==> src/rtl/core_mem_sequencer.sv <==
// Drives the xmem/pmem fields of the 36-bit core instruction bundle: streams xmem reads, stores
// corelet results into pmem and optionally reads them back, all from a single start command.

module core_mem_sequencer #(
    parameter int unsigned addr_width = 11,
    parameter int unsigned len_width  = 12
) (
    input  logic                  clk,
    input  logic                  reset,
    input  logic                  start,
    input  logic                  abort,
    input  logic                  readback,
    input  logic [addr_width-1:0] x_base,
    input  logic [len_width-1:0]  x_len,
    input  logic [addr_width-1:0] p_base,
    input  logic [len_width-1:0]  p_len,
    input  logic                  ofifo_valid,
    input  logic [9:0]            ctrl_in,
    output logic [35:0]           inst,
    output logic                  busy,
    output logic                  done,
    output logic                  err
);

    typedef enum logic [2:0] {
        S_IDLE  = 3'd0,
        S_XREAD = 3'd1,
        S_WAIT  = 3'd2,
        S_PREAD = 3'd3,
        S_DONE  = 3'd4
    } state_t;

    state_t                r_state;
    state_t                w_next;

    logic [addr_width-1:0] r_x_base;
    logic [addr_width-1:0] w_x_base;
    logic [len_width-1:0]  r_x_len;
    logic [len_width-1:0]  w_x_len;
    logic [addr_width-1:0] r_p_base;
    logic [addr_width-1:0] w_p_base;
    logic [len_width-1:0]  r_p_len;
    logic [len_width-1:0]  w_p_len;
    logic                  r_readback;
    logic                  w_readback;

    logic [len_width-1:0]  r_xi;
    logic [len_width-1:0]  w_xi;
    logic [len_width-1:0]  r_pw;
    logic [len_width-1:0]  w_pw;
    logic [len_width-1:0]  r_pr;
    logic [len_width-1:0]  w_pr;

    logic [addr_width-1:0] r_a_xmem;
    logic [addr_width-1:0] w_a_xmem;
    logic                  r_cen_xmem;
    logic                  w_cen_xmem;
    logic [addr_width-1:0] r_a_pmem;
    logic [addr_width-1:0] w_a_pmem;
    logic                  r_cen_pmem;
    logic                  w_cen_pmem;
    logic                  r_wen_pmem;
    logic                  w_wen_pmem;

    logic [9:0]            r_ctrl;
    logic                  r_busy;
    logic                  w_busy;
    logic                  r_done;
    logic                  w_done;
    logic                  r_err;
    logic                  w_err;

    // State, run parameters and registered bundle fields
    always_ff @(posedge clk) begin
        if (!reset) begin
            r_state    <= S_IDLE;
            r_x_base   <= '0;
            r_x_len    <= '0;
            r_p_base   <= '0;
            r_p_len    <= '0;
            r_readback <= 1'b0;
            r_xi       <= '0;
            r_pw       <= '0;
            r_pr       <= '0;
            r_a_xmem   <= '0;
            r_cen_xmem <= 1'b1;
            r_a_pmem   <= '0;
            r_cen_pmem <= 1'b1;
            r_wen_pmem <= 1'b1;
            r_ctrl     <= '0;
            r_busy     <= 1'b0;
            r_done     <= 1'b0;
            r_err      <= 1'b0;
        end else begin
            r_state    <= w_next;
            r_x_base   <= w_x_base;
            r_x_len    <= w_x_len;
            r_p_base   <= w_p_base;
            r_p_len    <= w_p_len;
            r_readback <= w_readback;
            r_xi       <= w_xi;
            r_pw       <= w_pw;
            r_pr       <= w_pr;
            r_a_xmem   <= w_a_xmem;
            r_cen_xmem <= w_cen_xmem;
            r_a_pmem   <= w_a_pmem;
            r_cen_pmem <= w_cen_pmem;
            r_wen_pmem <= w_wen_pmem;
            r_ctrl     <= ctrl_in;
            r_busy     <= w_busy;
            r_done     <= w_done;
            r_err      <= w_err;
        end
    end

    // Next state and next bundle fields; addresses hold their value when the memory is idle
    always_comb begin
        w_next     = r_state;
        w_x_base   = r_x_base;
        w_x_len    = r_x_len;
        w_p_base   = r_p_base;
        w_p_len    = r_p_len;
        w_readback = r_readback;
        w_xi       = r_xi;
        w_pw       = r_pw;
        w_pr       = r_pr;
        w_a_xmem   = r_a_xmem;
        w_cen_xmem = 1'b1;
        w_a_pmem   = r_a_pmem;
        w_cen_pmem = 1'b1;
        w_wen_pmem = 1'b1;
        w_err      = r_err;
        w_busy     = 1'b0;
        w_done     = 1'b0;

        case (r_state)
            S_IDLE: begin
                if (start) begin
                    w_x_base   = x_base;
                    w_x_len    = x_len;
                    w_p_base   = p_base;
                    w_p_len    = p_len;
                    w_readback = readback;
                    w_xi       = '0;
                    w_pw       = '0;
                    w_pr       = '0;
                    w_err      = 1'b0;
                    w_next     = (x_len == '0) ? S_WAIT : S_XREAD;
                end
                if (ofifo_valid) begin
                    w_err = 1'b1;
                end
            end
            S_XREAD: begin
                w_cen_xmem = 1'b0;
                w_a_xmem   = r_x_base + addr_width'(r_xi);
                w_xi       = r_xi + len_width'(1);
                if (w_xi == r_x_len) begin
                    w_next = S_WAIT;
                end
            end
            S_WAIT: begin
                if ((r_xi == r_x_len) && (r_pw == r_p_len)) begin
                    w_next = (r_readback && (r_p_len != '0)) ? S_PREAD : S_DONE;
                end
            end
            S_PREAD: begin
                // One idle PREAD cycle after the last read keeps done one cycle behind it
                if (r_pr == r_p_len) begin
                    w_next = S_DONE;
                end else begin
                    w_cen_pmem = 1'b0;
                    w_wen_pmem = 1'b1;
                    w_a_pmem   = r_p_base + addr_width'(r_pr);
                    w_pr       = r_pr + len_width'(1);
                end
                if (ofifo_valid) begin
                    w_err = 1'b1;
                end
            end
            S_DONE: begin
                w_next = S_IDLE;
                if (ofifo_valid) begin
                    w_err = 1'b1;
                end
            end
            default: begin
                w_next = S_IDLE;
            end
        endcase

        // Result stores overlap the xmem stream; an extra result is flagged, not written
        if (((r_state == S_XREAD) || (r_state == S_WAIT)) && ofifo_valid) begin
            if (r_pw < r_p_len) begin
                w_cen_pmem = 1'b0;
                w_wen_pmem = 1'b0;
                w_a_pmem   = r_p_base + addr_width'(r_pw);
                w_pw       = r_pw + len_width'(1);
            end else begin
                w_err = 1'b1;
            end
        end

        if (abort && (r_state != S_IDLE)) begin
            w_next     = S_IDLE;
            w_cen_xmem = 1'b1;
            w_cen_pmem = 1'b1;
            w_wen_pmem = 1'b1;
            w_a_xmem   = r_a_xmem;
            w_a_pmem   = r_a_pmem;
            w_err      = r_err;
        end

        w_busy = (w_next == S_XREAD) || (w_next == S_WAIT) || (w_next == S_PREAD);
        w_done = (w_next == S_DONE);
    end

    assign inst = {r_ctrl[9:7], r_cen_pmem, r_wen_pmem, r_a_pmem,
                   r_cen_xmem, 1'b1, r_a_xmem, r_ctrl[6:0]};
    assign busy = r_busy;
    assign done = r_done;
    assign err  = r_err;

endmodule
==> config.mk <==
export PLATFORM = sky130hd
export DESIGN_NAME = core_mem_sequencer
export DESIGN_NICKNAME = d
export VERILOG_FILES = /design/src/rtl/core_mem_sequencer.sv
export SDC_FILE = /design/constraint.sdc
export NUM_CORES = 1
export LEC_CHECK = 0
export BUFFER_PORTS_ARGS = -buffer_cell sky130_fd_sc_hd__buf_2
export CAP_MARGIN = 30
export CORE_UTILIZATION = 50
export CTS_BUF_LIST = sky130_fd_sc_hd__clkbuf_4 sky130_fd_sc_hd__clkbuf_8
export DETAILED_ROUTE_END_ITERATION = 10
export PLACE_DENSITY = 0.75
export REMOVE_ABC_BUFFERS = 1
export SLEW_MARGIN = 20
export SYNTH_ARGS = -nofsm -noshare
export SYNTH_HDL_FRONTEND = slang
export SYNTH_SLANG_ARGS = --single-unit
==> constraint.sdc <==
create_clock -name clk -period 4.01 [get_ports clk]
set_input_delay 0.401 -clock clk [delete_from_list [all_inputs] [get_ports clk]]
set_output_delay 0.401 -clock clk [all_outputs]
set_load 0.01 [all_outputs]
==> results.py, run 1 <==
metrics = {
    "timing": {
        "setup-tns-final_ns": 0,
        "max-slew-margin-rel_pct": 47.8,
        "period_share_pct": 70.0,
        "rsz0062_at_grt": "false",
        "setup_viol": 0,
        "finalHoldViolCount": 0,
        "hold-worst-slack_ns": 0.151,
        "slew_viol_final": 0,
        "fin_skew_ns": 0.0212,
        "worst_pin_slew_ns": 0.783,
        "period_needed_ns": 2.81,
        "max_freq_mhz": 356,
    },
    "drt": {
        "vias": 6231,
        "dr.pass1.iters": 5,
        "drt_iter0_drc": 448,
        "ant_nets": 0,
        "drc_errors": 0,
        "routedWlPerCell_um": 14.8,
        "via_per_inst": 5.47,
        "totalWireLength_um": 16900,
    },
    "synth": {
        "synth_top_area_share_pct": 35.4,
        "synth.largest_area_cell": "dfxtp_1",
        "synth_seq_cells": 124,
        "netlist_instances": 870,
        "synth_ff_type": "dfxtp_1",
        "syn_area_mm2": 0.00701,
        "synth_area_leaders": "dfxtp_1, ha_1, nand2_1",
        "yosysUniqueCellTypes": 69,
        "synth_xor_area_share_pct": 9.49,
        "synth_warnings": 0,
        "syn_area_per_cell_um2": 8.06,
        "seq_area_frac_synth_pct": 35.4,
        "async_reset_ff_share_pct": 0,
        "synth-simple-area-share_pct": 24.6,
        "synth_fa_ha_area_share_pct": 9.06,
        "synth_top_family_by_area": "simple AND/OR/NAND/NOR gates",
        "synth-compound-area-share_pct": 15.9,
        "synth_edf_count": 0,
        "synth.mux.area_fraction_pct": 0.589,
    },
    "floorplanning": {
        "pin_count": 101,
        "die_area_mm2": 0.0145,
        "die_x_um": 120,
        "fp.dieH_um": 120,
        "initial_core_util_pct": 52.1,
        "coreArea_mm2": 0.0135,
        "row_count": 42,
    },
    "global_routing": {
        "grt_pass1_vias": 5865,
        "grt_antenna_before_repair": 0,
        "grt_pass1_wl_um": 28800,
        "grt_overflow": 0,
        "grt_use_total_pct": 24.9,
        "grt_max_degree": 52,
    },
    "pwr": {
        "finalPower_uw": 2990,
        "leakagePower_uw": 0.00329,
        "ir_worst_vdd_mv": 0.235,
        "p_per_area_mw_per_mm2": 375,
    },
    "outcome": {
        "status": "complete, no violations",
    },
    "finish": {
        "stdcell_count": 1139,
        "final_cell_area_mm2": 0.00800,
        "antennaDiodeCount": 0,
        "fin_nets": 1061,
        "layout_common_cells": "nand2_1, dfxtp_1, buf_2, a21oi_1, nor2_1",
        "syn_to_final_growth_pct": 14.0,
        "mostFrequentLayoutCell": "nand2_1",
        "drive_above_1_share_pct": 16.7,
    },
    "clocking": {
        "root_buffer": "clkbuf_8",
        "cts_setup_buffers": 0,
        "clk_transition_reported_paths_ns": 0.08,
        "h-tree-depth": 4,
        "ctsResizeCount": 0,
        "insertion_delay_ns": 0.46,
        "cts_buffers": 17,
        "cts.sinks": 124,
        "hold_buffers": 0,
        "clk_path_buf_depth": 2,
        "cts_tree": "built",
    },
    "placed_design": {
        "dp_hpwl_um": 12400,
        "gp_congestion": 0.905,
        "portBuffers": 99,
        "post-place-cells": 1107,
        "placedInstanceArea_mm2": 0.00755,
    },
    "worst_setup_path": {
        "cp_data_arrival_time_ns": 3.17,
        "crit_end": "r_a_pmem[0]",
        "worstSetupPathType": "reg2reg",
        "cp_max_fo": 18,
        "worstSetupEndpointType": "flip-flop",
        "crit_start": "r_p_len[9]",
        "r2r-end": "r_a_pmem[0]",
        "worst-r2r-cell-count": 10,
        "ff2ff_setup_slack_ns": 1.20,
        "r2r-start": "r_p_len[9]",
        "crit_required_ns": 4.37,
        "startpoint_type": "flip-flop",
    },
    "hold_path": {
        "min_path_type": "in2reg",
        "worstHoldStart": "ctrl_in[8]",
    },
    "job": {
        "max_cap_viol_count": 0,
    },
}
## layer usage
layer	track usage [%]	wire length, µm
met5	0	0
met4	8.49	288
met3	5.38	1020
met2	37.5	7140
met1	35.2	8430
## stage by stage
stage,utilization (%),worst slack (ns)
3_3_place_gp,56.1,1.27
6_report,59.4,1.20
3_5_place_dp,56.1,1.17
2_1_floorplan,-,1.40
5_1_grt,59.4,0.971
4_1_cts,59.4,1.20
## sequential cells by signal, indices dropped and copies added (netlist names), 3 cells and up
name      count
r_a_pmem     11
r_a_xmem     11
r_ctrl       10
r_p_base     11
r_p_len      12
r_pr         12
r_pw         12
r_state       3
r_x_base     11
r_x_len      12
r_xi         12
## synthesized netlist by cell type (all sizes together) (12+ instances only)
master  count
dfxtp     124
a211oi     12
nand3      29
ha         46
o21ai      27
xnor2      39
xor2       37
or3        12
a21oi      98
nor2       56
nand2     153
clkbuf     30
nand4      24
nor3       20
inv        30
buf        14
and2       13
## worst min path at each step
stage / depth (start not counted) / endpoint / slack, ns
floorplan: 2 / r_readback / 0.44
global placement: 2 / r_a_xmem[2] / 0.44
detailed placement: 2 / r_a_xmem[4] / 0.44
CTS: 2 / r_ctrl[6] / 0.13
global route: 2 / r_ctrl[8] / 0.13
finish: 2 / r_ctrl[8] / 0.15
## logic make-up (layout without fill, tap and decap cells)
kind of cell | after synthesis | count (layout)
multiplexers | 4 | 4
AO/OA/AOI/OAI | 186 | 186
adder cells (fa/ha/maj) | 49 | 49
buffers and inverters | 74 | 167
AND/OR/NAND/NOR | 356 | 356
flip-flops | 124 | 124
other | 1 | 1
XOR/XNOR | 76 | 76
## worst max-delay path, stage by stage, from the launching register on
cell and delay (ns):
dfxtp_1 0.39, inv_1 0.07, ha_1 0.31, a21oi_1 0.13, o21ai_0 0.18, nor4b_2 0.33, nand3_2 0.10, buf_4 0.21
a21oi_1 0.65, nor2_1 0.08, a311oi_1 0.27
## layout make-up
cell class	instances	area [µm²]
fillers	1236	5460
flip-flops and latches	124	2480
inverters	30	113
well taps	176	220
clock buffers	21	283
clock inverters	11	165
multi-input cells	672	4190
repair buffers	105	541
## power by group
group,total (µW),leakage (µW),switching [µW],internal (µW)
Clock,1240,0.000229,504,731
Combinational,419,0.00205,253,166
Sequential,1340,0.00101,50.3,1290
(Power assumes the default switching activity.)
==> run 2: changes to the inputs <==
==> constraint.sdc (replaced) <==
create_clock -name clk -period 2.6 [get_ports clk]
set_input_delay 0.26 -clock clk [delete_from_list [all_inputs] [get_ports clk]]
set_output_delay 0.26 -clock clk [all_outputs]
set_load 0.01 [all_outputs]
==> run 2 against run 1 <==
Effect of this change: critical path depth unchanged; fmax up 17%; combinational power up 62%; power up 52%; wire length up 4.5%; clock skew down 0.0084 ns; clock-buffer cell count unchanged; setup slack worse by 1.0 ns; critical endpoint is now r_a_pmem[8]; largest power group unchanged.
==> results.py, run 2 (synthesis gave the netlist of run 1 again) <==
metrics = {
    "global_routing": {
        "grt_overflow": 0,
        "grt_use_total_pct": 25.3,
        "grt_pass1_wl_um": 28700,
        "grt_antenna_before_repair": 1,
        "grt_pass1_vias": 5964,
        "grt_max_degree": 63,
    },
    "pwr": {
        "leakagePower_uw": 0.00341,
        "ir_worst_vdd_mv": 0.307,
        "p_per_area_mw_per_mm2": 554,
    },
    "timing": {
        "period_needed_ns": 2.41,
        "hold-worst-slack_ns": 0.00515,
        "setup-tns-final_ns": 0,
        "period_share_pct": 92.6,
        "setup_viol": 0,
        "worst_pin_slew_ns": 0.657,
        "max_freq_mhz": 415,
        "finalHoldViolCount": 0,
        "fin_skew_ns": 0.0128,
        "rsz0062_at_grt": "false",
        "slew_viol_final": 0,
        "max-slew-margin-rel_pct": 55.7,
    },
    "worst_setup_path": {
        "worstSetupPathType": "reg2reg",
        "slowest_delay_ns": 0.40,
        "startpoint_type": "flip-flop",
        "cp_common_cell": "a21oi_1",
        "path_cells": "ha_1 > inv_1 > fa_1 > nand2b_1 > a21oi_2 > nor3_1 > or3_1 > a21oi_1 > o21ai_0 > a21oi_1",
        "crit_required_ns": 2.99,
        "crit_slowest_cell": "dfxtp_1",
        "cp_data_arrival_time_ns": 2.80,
        "cp_max_fo": 3,
        "worstSetupEndpointType": "flip-flop",
    },
    "clocking": {
        "root_buffer": "clkbuf_8",
        "clk_path_buf_depth": 2,
        "cts.sinks": 124,
        "cts_tree": "built",
        "h-tree-depth": 4,
        "cts_buffers": 17,
        "clk_transition_reported_paths_ns": 0.08,
        "insertion_delay_ns": 0.47,
    },
    "drt": {
        "totalWireLength_um": 17600,
        "vias": 6467,
        "ant_nets": 0,
        "routedWlPerCell_um": 15.1,
        "drt_iter0_drc": 485,
        "drc_errors": 0,
        "via_per_inst": 5.54,
        "dr.pass1.iters": 7,
    },
    "floorplanning": {
        "row_count": 42,
        "pin_count": 101,
        "coreArea_mm2": 0.0135,
        "die_x_um": 120,
        "initial_core_util_pct": 52.1,
        "die_area_mm2": 0.0145,
        "fp.dieH_um": 120,
    },
    "finish": {
        "syn_to_final_growth_pct": 17.1,
        "stdcell_count": 1167,
        "final_cell_area_mm2": 0.00821,
        "mostFrequentLayoutCell": "nand2_1",
        "final.fill_count": 1238,
        "final_util_pct": 61.0,
        "fin_nets": 1088,
        "layout_common_cells": "nand2_1, dfxtp_1, buf_2, a21oi_1, nor2_1",
        "drive_above_1_share_pct": 18.5,
    },
    "outcome": {
        "status": "complete, no violations",
    },
    "placed_design": {
        "dp_hpwl_um": 12900,
        "gp_congestion": 0.947,
        "post-place-cells": 1126,
        "portBuffers": 99,
        "placedInstanceArea_mm2": 0.00770,
    },
    "job": {
        "max_cap_viol_count": 0,
    },
    "hold_path": {
        "min_path_type": "in2reg",
    },
}
-- run 2: timing repair --
action	CTS	global route
resized for setup	0	3
hold buffers	5	2
setup buffers	0	1
endpoints found under the hold margin	5	2
setup endpoints to repair	0	16
-- run 2: area by class of cell --
type                            count  area, µm²  share of cell area (%)
Multi-Input combinational cell    672       4200                    51.1
Sequential cell                   124       2480                    30.2
Timing Repair Buffer              132        773                    9.42
Clock buffer                       21        277                    3.37
Tap cell                          176        220                    2.68
Clock inverter                     11        143                    1.74
Inverter                           30        113                    1.37
Antenna cell                        1       2.50                  0.0305
-- run 2: final timing paths --
kind,to,slack (ns),from,cells after the start
max,r_a_pmem[8],0.19,r_pr[0],10
min,r_ctrl[8],0.005,ctrl_in[8],2
max reg2reg,r_a_pmem[8],0.19,r_pr[0],10
min reg2reg,r_a_xmem[5],0.45,r_a_xmem[5],2
-- run 2: metal layers --
layer / part of all wire [%] / GRT usage, % / vias to the layer above
li1: - / - / 3243
met1: 47 / 34.3 / 2979
met2: 45 / 39.0 / 216
met3: 7.0 / 5.19 / 29
met4: 1.7 / 10.6 / 0
met5: 0 / 0 / -
-- run 2: critical path, delay by kind of cell (launching register included) --
family	cells	cell delay, ns
AOI/OAI and AO/OA	4	0.61
buffers and inverters	1	0.06
adders and majority gates	2	0.60
and+or+nand+nor	3	0.67
DFF	1	0.40
-- run 2: stage by stage --
| stage | setup WS [ns] | total power (µW) |
|---|---|---|
| floorplan | -0.00617 | 2520 |
| global placement | 0.235 | 2760 |
| detailed placement | 0.163 | 2780 |
| CTS | 0.148 | 4560 |
| global route | 0.0303 | 4750 |
| finish | 0.192 | 4550 |
-- run 2: where the power goes --
part | internal, µW | switching (µW) | total, µW
Combinational | 278 | 402 | 680
Clock | 1010 | 788 | 1800
Sequential | 1990 | 74.1 | 2060
